--- config.mk ---
export PLATFORM = sky130hd
export DESIGN_NAME = wisard_addr_gen
export DESIGN_NICKNAME = d
export VERILOG_FILES = /design/src/rtl/wisard_pkg.sv /design/src/rtl/wisard_tuple_mux.sv /design/src/rtl/wisard_addr_gen.sv
export SDC_FILE = /design/constraint.sdc
export NUM_CORES = 2
export LEC_CHECK = 0
export BUFFER_PORTS_ARGS = -buffer_cell sky130_fd_sc_hd__buf_2
export CAP_MARGIN = 40
export CORE_AREA = 2 2 318 320
export DETAILED_ROUTE_END_ITERATION = 16
export DIE_AREA = 0 0 320 322
export HOLD_SLACK_MARGIN = 0.12
export PLACE_DENSITY_LB_ADDON = 0.1
export SETUP_SLACK_MARGIN = 0.1
export SLEW_MARGIN = 20
export SYNTH_ARGS = -nofsm -noshare
export SYNTH_HDL_FRONTEND = slang
export SYNTH_SLANG_ARGS = --single-unit
--- constraint.sdc ---
create_clock -name clk -period 7.02 [get_ports clk]
set_input_delay 0.702 -clock clk [delete_from_list [all_inputs] [get_ports clk]]
set_output_delay 0.702 -clock clk [all_outputs]
set_load 0.02 [all_outputs]
--- src/rtl/wisard_pkg.sv ---
// Shared WiSARD definitions: FSM state encoding, default geometry constants
// and the minimum inter-sample gap helper.
package wisard_pkg;

  typedef enum logic [1:0] {
    IDLE   = 2'd0,
    STREAM = 2'd1,
    GAP    = 2'd2
  } state_t;

  localparam int unsigned DEF_ADDRESS_WIDTH = 8;
  localparam int unsigned DEF_INDEX_WIDTH   = 7;
  localparam int unsigned DEF_N_LUTS        = 98;

  // The classifier's argmax scans one class per cycle and overlaps the next
  // sample's stream, so a gap is only needed when classes outnumber tuples.
  function automatic int unsigned min_gap_cycles(input int unsigned n_classes,
                                                 input int unsigned n_luts);
    return (n_classes > n_luts) ? (n_classes - n_luts) : 32'd0;
  endfunction

endpackage

--- src/rtl/wisard_tuple_mux.sv ---
// Combinational selection of address tuple 'sel' from a packed sample.
module wisard_tuple_mux #(
  parameter int unsigned ADDRESS_WIDTH = 8,
  parameter int unsigned INDEX_WIDTH   = 7,
  parameter int unsigned N_LUTS        = 98
) (
  input  logic [N_LUTS*ADDRESS_WIDTH-1:0] sample,
  input  logic [INDEX_WIDTH-1:0]          sel,
  output logic [ADDRESS_WIDTH-1:0]        tuple
);

  always_comb begin
    tuple = '0;
    for (int unsigned k = 0; k < N_LUTS; k++) begin
      if (sel == INDEX_WIDTH'(k)) tuple = sample[k*ADDRESS_WIDTH +: ADDRESS_WIDTH];
    end
  end

endmodule

--- src/rtl/wisard_addr_gen.sv ---
// Slices one input sample into N_LUTS (addr, index) beats for the WiSARD
// classifier sink. Optional prefetch register: define WISARD_AG_PREFETCH_EN.
module wisard_addr_gen
  import wisard_pkg::*;
#(
  parameter int unsigned ADDRESS_WIDTH = DEF_ADDRESS_WIDTH,
  parameter int unsigned INDEX_WIDTH   = DEF_INDEX_WIDTH,
  parameter int unsigned N_LUTS        = DEF_N_LUTS,
  parameter int unsigned GAP_CYCLES    = 0
) (
  input  logic                            clk,
  input  logic                            rst_n,
  input  logic                            in_valid,
  output logic                            in_ready,
  input  logic [N_LUTS*ADDRESS_WIDTH-1:0] in_data,
  output logic                            source_valid,
  output logic                            sop,
  output logic                            eop,
  output logic [ADDRESS_WIDTH-1:0]        addr,
  output logic [INDEX_WIDTH-1:0]          index
);

  localparam int unsigned SW = N_LUTS * ADDRESS_WIDTH;
  localparam logic [INDEX_WIDTH-1:0] LAST_BEAT = INDEX_WIDTH'(N_LUTS - 1);
  localparam logic [7:0] GAP_LAST = (GAP_CYCLES > 0) ? 8'(GAP_CYCLES - 1) : 8'd0;

  state_t                   state, state_nx;
  logic [INDEX_WIDTH-1:0]   beat, beat_nx;
  logic [7:0]               gap_cnt, gap_cnt_nx;
  logic [SW-1:0]            sample_reg, sample_nx;
  logic [ADDRESS_WIDTH-1:0] tuple_nx;
  logic                     hs, launch;

`ifdef WISARD_AG_PREFETCH_EN
  logic [SW-1:0] pf_reg, pf_nx;
  logic          pf_full, pf_full_nx, pf_take, pf_fill, final_cycle;
  assign in_ready = ~pf_full;
`else
  assign in_ready = (state == IDLE);
`endif

  assign hs = in_valid & in_ready;

  always_comb begin
    state_nx   = state;
    beat_nx    = beat;
    gap_cnt_nx = gap_cnt;
    sample_nx  = sample_reg;
    launch     = 1'b0;
`ifdef WISARD_AG_PREFETCH_EN
    pf_nx       = pf_reg;
    pf_take     = 1'b0;
    pf_fill     = hs && (state != IDLE);
    final_cycle = (state == STREAM && beat == LAST_BEAT && GAP_CYCLES == 0) ||
                  (state == GAP && gap_cnt == '0);
`endif
    case (state)
      IDLE: begin
`ifdef WISARD_AG_PREFETCH_EN
        if (pf_full) begin
          launch    = 1'b1;
          sample_nx = pf_reg;
          pf_take   = 1'b1;
        end else
`endif
        if (hs) begin
          launch    = 1'b1;
          sample_nx = in_data;
        end
      end
      STREAM: begin
        if (beat == LAST_BEAT) begin
          if (GAP_CYCLES > 0) begin
            state_nx   = GAP;
            gap_cnt_nx = GAP_LAST;
          end else begin
            state_nx = IDLE;
          end
        end else begin
          beat_nx = beat + 1'b1;
        end
      end
      GAP: begin
        if (gap_cnt == '0) state_nx = IDLE;
        else               gap_cnt_nx = gap_cnt - 1'b1;
      end
      default: state_nx = IDLE;
    endcase
`ifdef WISARD_AG_PREFETCH_EN
    // A held sample launches straight out of the last busy cycle, skipping IDLE.
    if (final_cycle && pf_full) begin
      launch    = 1'b1;
      sample_nx = pf_reg;
      pf_take   = 1'b1;
    end
    if (pf_fill) pf_nx = in_data;
    pf_full_nx = (pf_full & ~pf_take) | pf_fill;
`endif
    if (launch) begin
      state_nx = STREAM;
      beat_nx  = '0;
    end
  end

  wisard_tuple_mux #(
    .ADDRESS_WIDTH(ADDRESS_WIDTH),
    .INDEX_WIDTH  (INDEX_WIDTH),
    .N_LUTS       (N_LUTS)
  ) u_tuple_mux (
    .sample(sample_nx),
    .sel   (beat_nx),
    .tuple (tuple_nx)
  );

  always_ff @(posedge clk or negedge rst_n) begin
    if (!rst_n) begin
      state        <= IDLE;
      beat         <= '0;
      gap_cnt      <= '0;
      sample_reg   <= '0;
      source_valid <= 1'b0;
      sop          <= 1'b0;
      eop          <= 1'b0;
      addr         <= '0;
      index        <= '0;
    end else begin
      state      <= state_nx;
      beat       <= beat_nx;
      gap_cnt    <= gap_cnt_nx;
      sample_reg <= sample_nx;
      // Output registers are loaded with the beat that the next cycle carries.
      if (state_nx == STREAM) begin
        source_valid <= 1'b1;
        sop          <= (beat_nx == '0);
        eop          <= (beat_nx == LAST_BEAT);
        addr         <= tuple_nx;
        index        <= beat_nx;
      end else begin
        source_valid <= 1'b0;
        sop          <= 1'b0;
        eop          <= 1'b0;
      end
    end
  end

`ifdef WISARD_AG_PREFETCH_EN
  always_ff @(posedge clk or negedge rst_n) begin
    if (!rst_n) begin
      pf_reg  <= '0;
      pf_full <= 1'b0;
    end else begin
      pf_reg  <= pf_nx;
      pf_full <= pf_full_nx;
    end
  end
`endif

endmodule

==> flow_summary.rst <==
.. list-table::
   :header-rows: 1

   * - Metric
     - Value
   * - Max clock buf depth
     - 3
   * - Maximum number of pins on one net before global-route repair
     - 203
   * - Synth area leaders
     - dfrtp_1 (51%), nand2_1 (22%), nor2_1 (1.8%), mux2i_1 (1.7%), a21oi_1 (1.5%)
   * - DRC violation total after the first TritonRoute iteration
     - between 5,000 and 6,000
   * - PortBufs
     - roughly 810
   * - Vias in the first global route
     - 39,995
   * - Clock sink total
     - ~820
   * - Number of CTS-inserted buffers
     - 91
   * - Insertion delay of the later-clocked pin in the worst-skew pair
     - 0.70 ns
   * - Setup WS pre-CTS
     - roughly 1.3 ns
   * - Routed vias
     - 41,728
   * - Global route total overflow
     - 0
   * - Dpl hpwl
     - 171 mm
   * - Master cell of the clock root buffer
     - clkbuf_16
   * - Final-layout setup total negative slack
     - 0 ns
   * - Clock H-tree levels
     - 3
   * - Cts repair resizes
     - 0
   * - Static leakage
     - 25.8 nW
   * - Starting Density
     - 0.405
   * - Proportion of register bits with asynchronous set or reset after synthesis
     - 1.00
   * - Setup Skew
     - 0.0274 ns
   * - Top fanout value on the critical path
     - 23
   * - Achievable clock frequency
     - 167 MHz
   * - Standard cell core area
     - 99,600 sq um
   * - Die width
     - about 320 um
   * - Relative max-transition margin
     - 0.312
   * - Residual DRC count
     - 0
   * - Mean instance size in the synthesized netlist
     - 8.09 sq um
   * - Setup-failing EPs final
     - 0
   * - Post-Syn Area
     - 40,400 sq um
   * - Final min period
     - 5.99 ns
   * - Gate Count Post-Synth
     - 4,987
   * - Critical Path Start Type
     - flop
   * - First drt pass iteration count
     - 6
   * - Row count
     - 116
   * - Unrepaired setup endpoints after global routing
     - false
   * - Max-slew violation count
     - 0
   * - Net total in the final layout
     - 6,525
   * - Die outline height
     - 322 um
   * - EDFF count, synth
     - 0
   * - Layout cells sized above 1
     - 0.197
   * - Tcrit/Tclk final
     - 0.853
   * - Proportion of synthesized chip area in sequential cells
     - 0.508
   * - Actual slew at the worst max-slew pin
     - 1.03 ns
   * - Post-detailed-route wirelength per cell
     - 30.6 um
   * - Reported max-cap violation count
     - 0
   * - Hold WC Path Type
     - in2reg
   * - Detailed-route wire length
     - 218 mm
   * - Antenna Violating Nets Remaining
     - 0
   * - Critical Setup Path Class
     - reg2reg
   * - Arrival time at the worst endpoint
     - 6.57 ns
   * - Total die area
     - 103,000 sq um
   * - Area share of the largest cell type after synthesis
     - 0.508
   * - Number of top-level pins
     - 806
   * - Category of the worst setup path capture point
     - flop
   * - RD Place Congestion
     - around 1.1
   * - TritonCTS clock tree
     - built
   * - PnR worst setup slack
     - 1.03 ns
   * - Peak supply drop
     - roughly 0.26 mV
   * - Vias per cell
     - 5.86
   * - Initial antenna violation count
     - 31
   * - Yosys cell types
     - 97
   * - Flip-flop and latch count after synthesis
     - 819
   * - Leading area contributor after synthesis
     - dfrtp_1
   * - Worst path required time
     - between 7 and 8 ns
   * - Most common flop cell mapped by yosys
     - dfrtp_1
   * - Area growth from synthesis to layout
     - 22.1%
   * - Number of flip-flops in the largest register
     - between 700 and 800
   * - Clock slew at the register clock pins of the worst setup and hold paths
     - 0.06 ns
   * - Synth Warn #
     - 0
   * - Wire length of the first global-routing pass
     - roughly 300 mm
   * - Total global routing track utilization
     - 0.414
   * - Post-route worst hold slack
     - 0.200 ns
   * - Pwr per Cell Area
     - ~370 nW/um^2
   * - Final Hold Viols
     - 0
   * - Run status
     - finished, final reports clean
   * - Number of nets produced by synthesis
     - 5,778
## routing by layer
metal | vias to the layer above | track usage | routed length, um
met1 | 20355 | 0.535 | 85900
met5 | - | 0 | 77
li1 | 18372 | - | -
met4 | 12 | 0.218 | 13400
met2 | 2419 | 0.659 | 99800
met3 | 570 | 0.0785 | 18800
## worst paths after layout
| check | from | endpoint | slack, ns | depth (start not counted) |
|---|---|---|---|---|
| setup / recovery | beat[0] | addr[1] | 1.03 | 13 |
| hold / removal | in_data[29] | sample_reg[29] | 0.20 | 3 |
| setup reg to reg | beat[0] | addr[1] | 1.03 | 13 |
| hold reg to reg | sample_reg[763] | sample_reg[763] | 0.47 | 2 |
| max in group asynchronous | rst_n | sample_reg[390] | 4.37 | 5 |
| min in group asynchronous | rst_n | sample_reg[369] | 0.46 | 2 |
## logic make-up (layout without fill, tap and decap cells)
| family | count (synthesis) | after routing | share of synthesized area |
|---|---|---|---|
| AO/OA/AOI/OAI | 756 | 756 | 0.133 |
| XOR/XNOR | 14 | 14 | 0.00304 |
| adder cells (fa/ha/maj) | 4 | 4 | 0.00124 |
| buffers and inverters | 354 | 1173 | 0.0365 |
| flip-flops | 819 | 819 | 0.508 |
| multiplexers | 71 | 71 | 0.0177 |
| other | 0 | 20 | 0 |
| AND/OR/NAND/NOR | 2969 | 2969 | 0.301 |
## repair_timing
action / CTS / global route
buffers inserted: 0 / 0
endpoints found under the hold margin: 0 / 29
hold buffers: 0 / 1
## area by class of cell
class                           count  area [sq um]
Sequential cell                   819         20500
Fill cell                        9930         50300
Timing Repair Buffer              923          5120
Antenna cell                       20          50.0
Multi-Input combinational cell   3814         18500
Clock buffer                      119          2530
Tap cell                         1298          1620
Inverter                           85           322
Clock inverter                     46           618
## through the flow
stage	utilization	instances	instance area [sq um]	total power, W
6_report	0.495	7124	49300	0.0182
5_1_grt	0.495	7119	49300	0.0187
4_1_cts	0.493	7098	49100	0.0179
3_5_place_dp	0.462	6933	46000	0.0128
3_3_place_gp	0.460	6917	45800	0.0127
2_1_floorplan	-	4987	40400	0.00944
## cells in the mapped netlist, types with 11 or more instances
| master | number |
|---|---|
| a2111oi_0 | 18 |
| a211o_1 | 13 |
| a211oi_1 | 44 |
| a21oi_1 | 124 |
| a221o_1 | 11 |
| a221oi_1 | 36 |
| a22oi_1 | 55 |
| a31oi_1 | 37 |
| and3_1 | 27 |
| buf_1 | 67 |
| buf_2 | 102 |
| clkbuf_1 | 97 |
| dfrtp_1 | 819 |
| inv_1 | 81 |
| mux2i_1 | 68 |
| nand2_1 | 2359 |
| nand3_1 | 101 |
| nand4_1 | 51 |
| nor2_1 | 194 |
| nor3_1 | 83 |
| nor4_1 | 40 |
| o2111ai_1 | 17 |
| o211ai_1 | 56 |
| o21ai_0 | 112 |
| o221ai_1 | 25 |
| o22ai_1 | 49 |
| or3_1 | 27 |
## power breakdown
group | internal (W) | switching [W]
Sequential | 0.00600 | 0.000513
Clock | 0.00300 | 0.00212
Combinational | 0.00162 | 0.00494
## critical path: stages (launching register included)
cell       delay (ns)
dfrtp_1          0.76
ha_1             0.31
and4b_1          0.49
a211oi_1         0.27
nor2_2           0.61
or3_1            0.63
or3_1            0.41
nor2_1           0.07
or4_1            0.55
nor3b_2          0.63
o2111ai_1        0.27
buf_4            0.24
and4_1           0.28
o32ai_1          0.34
## cell usage in the layout, fill, tap and decap left out, types with 11 or more instances in the layout
cell type / n
dfrtp_1: 819
inv_1: 81
a211o_1: 13
a22oi_1: 55
a31oi_1: 37
a221oi_1: 36
o21ai_0: 111
clkbuf_8: 11
clkbuf_16: 93
a211oi_1: 44
o22ai_1: 49
o2111ai_1: 17
buf_4: 93
and3_1: 27
a21oi_1: 117
mux2i_1: 68
a221o_1: 11
or3_1: 26
nor3_1: 79
o211ai_1: 56
buf_2: 810
a2111oi_0: 18
nand2_1: 2359
nand4_1: 51
diode_2: 20
bufinv_16: 12
clkbuf_1: 15
clkinv_2: 16
o221ai_1: 25
nor4_1: 35
nand3_1: 101
nor2_1: 193
No activity file was read; power rests on OpenSTA's default activity.
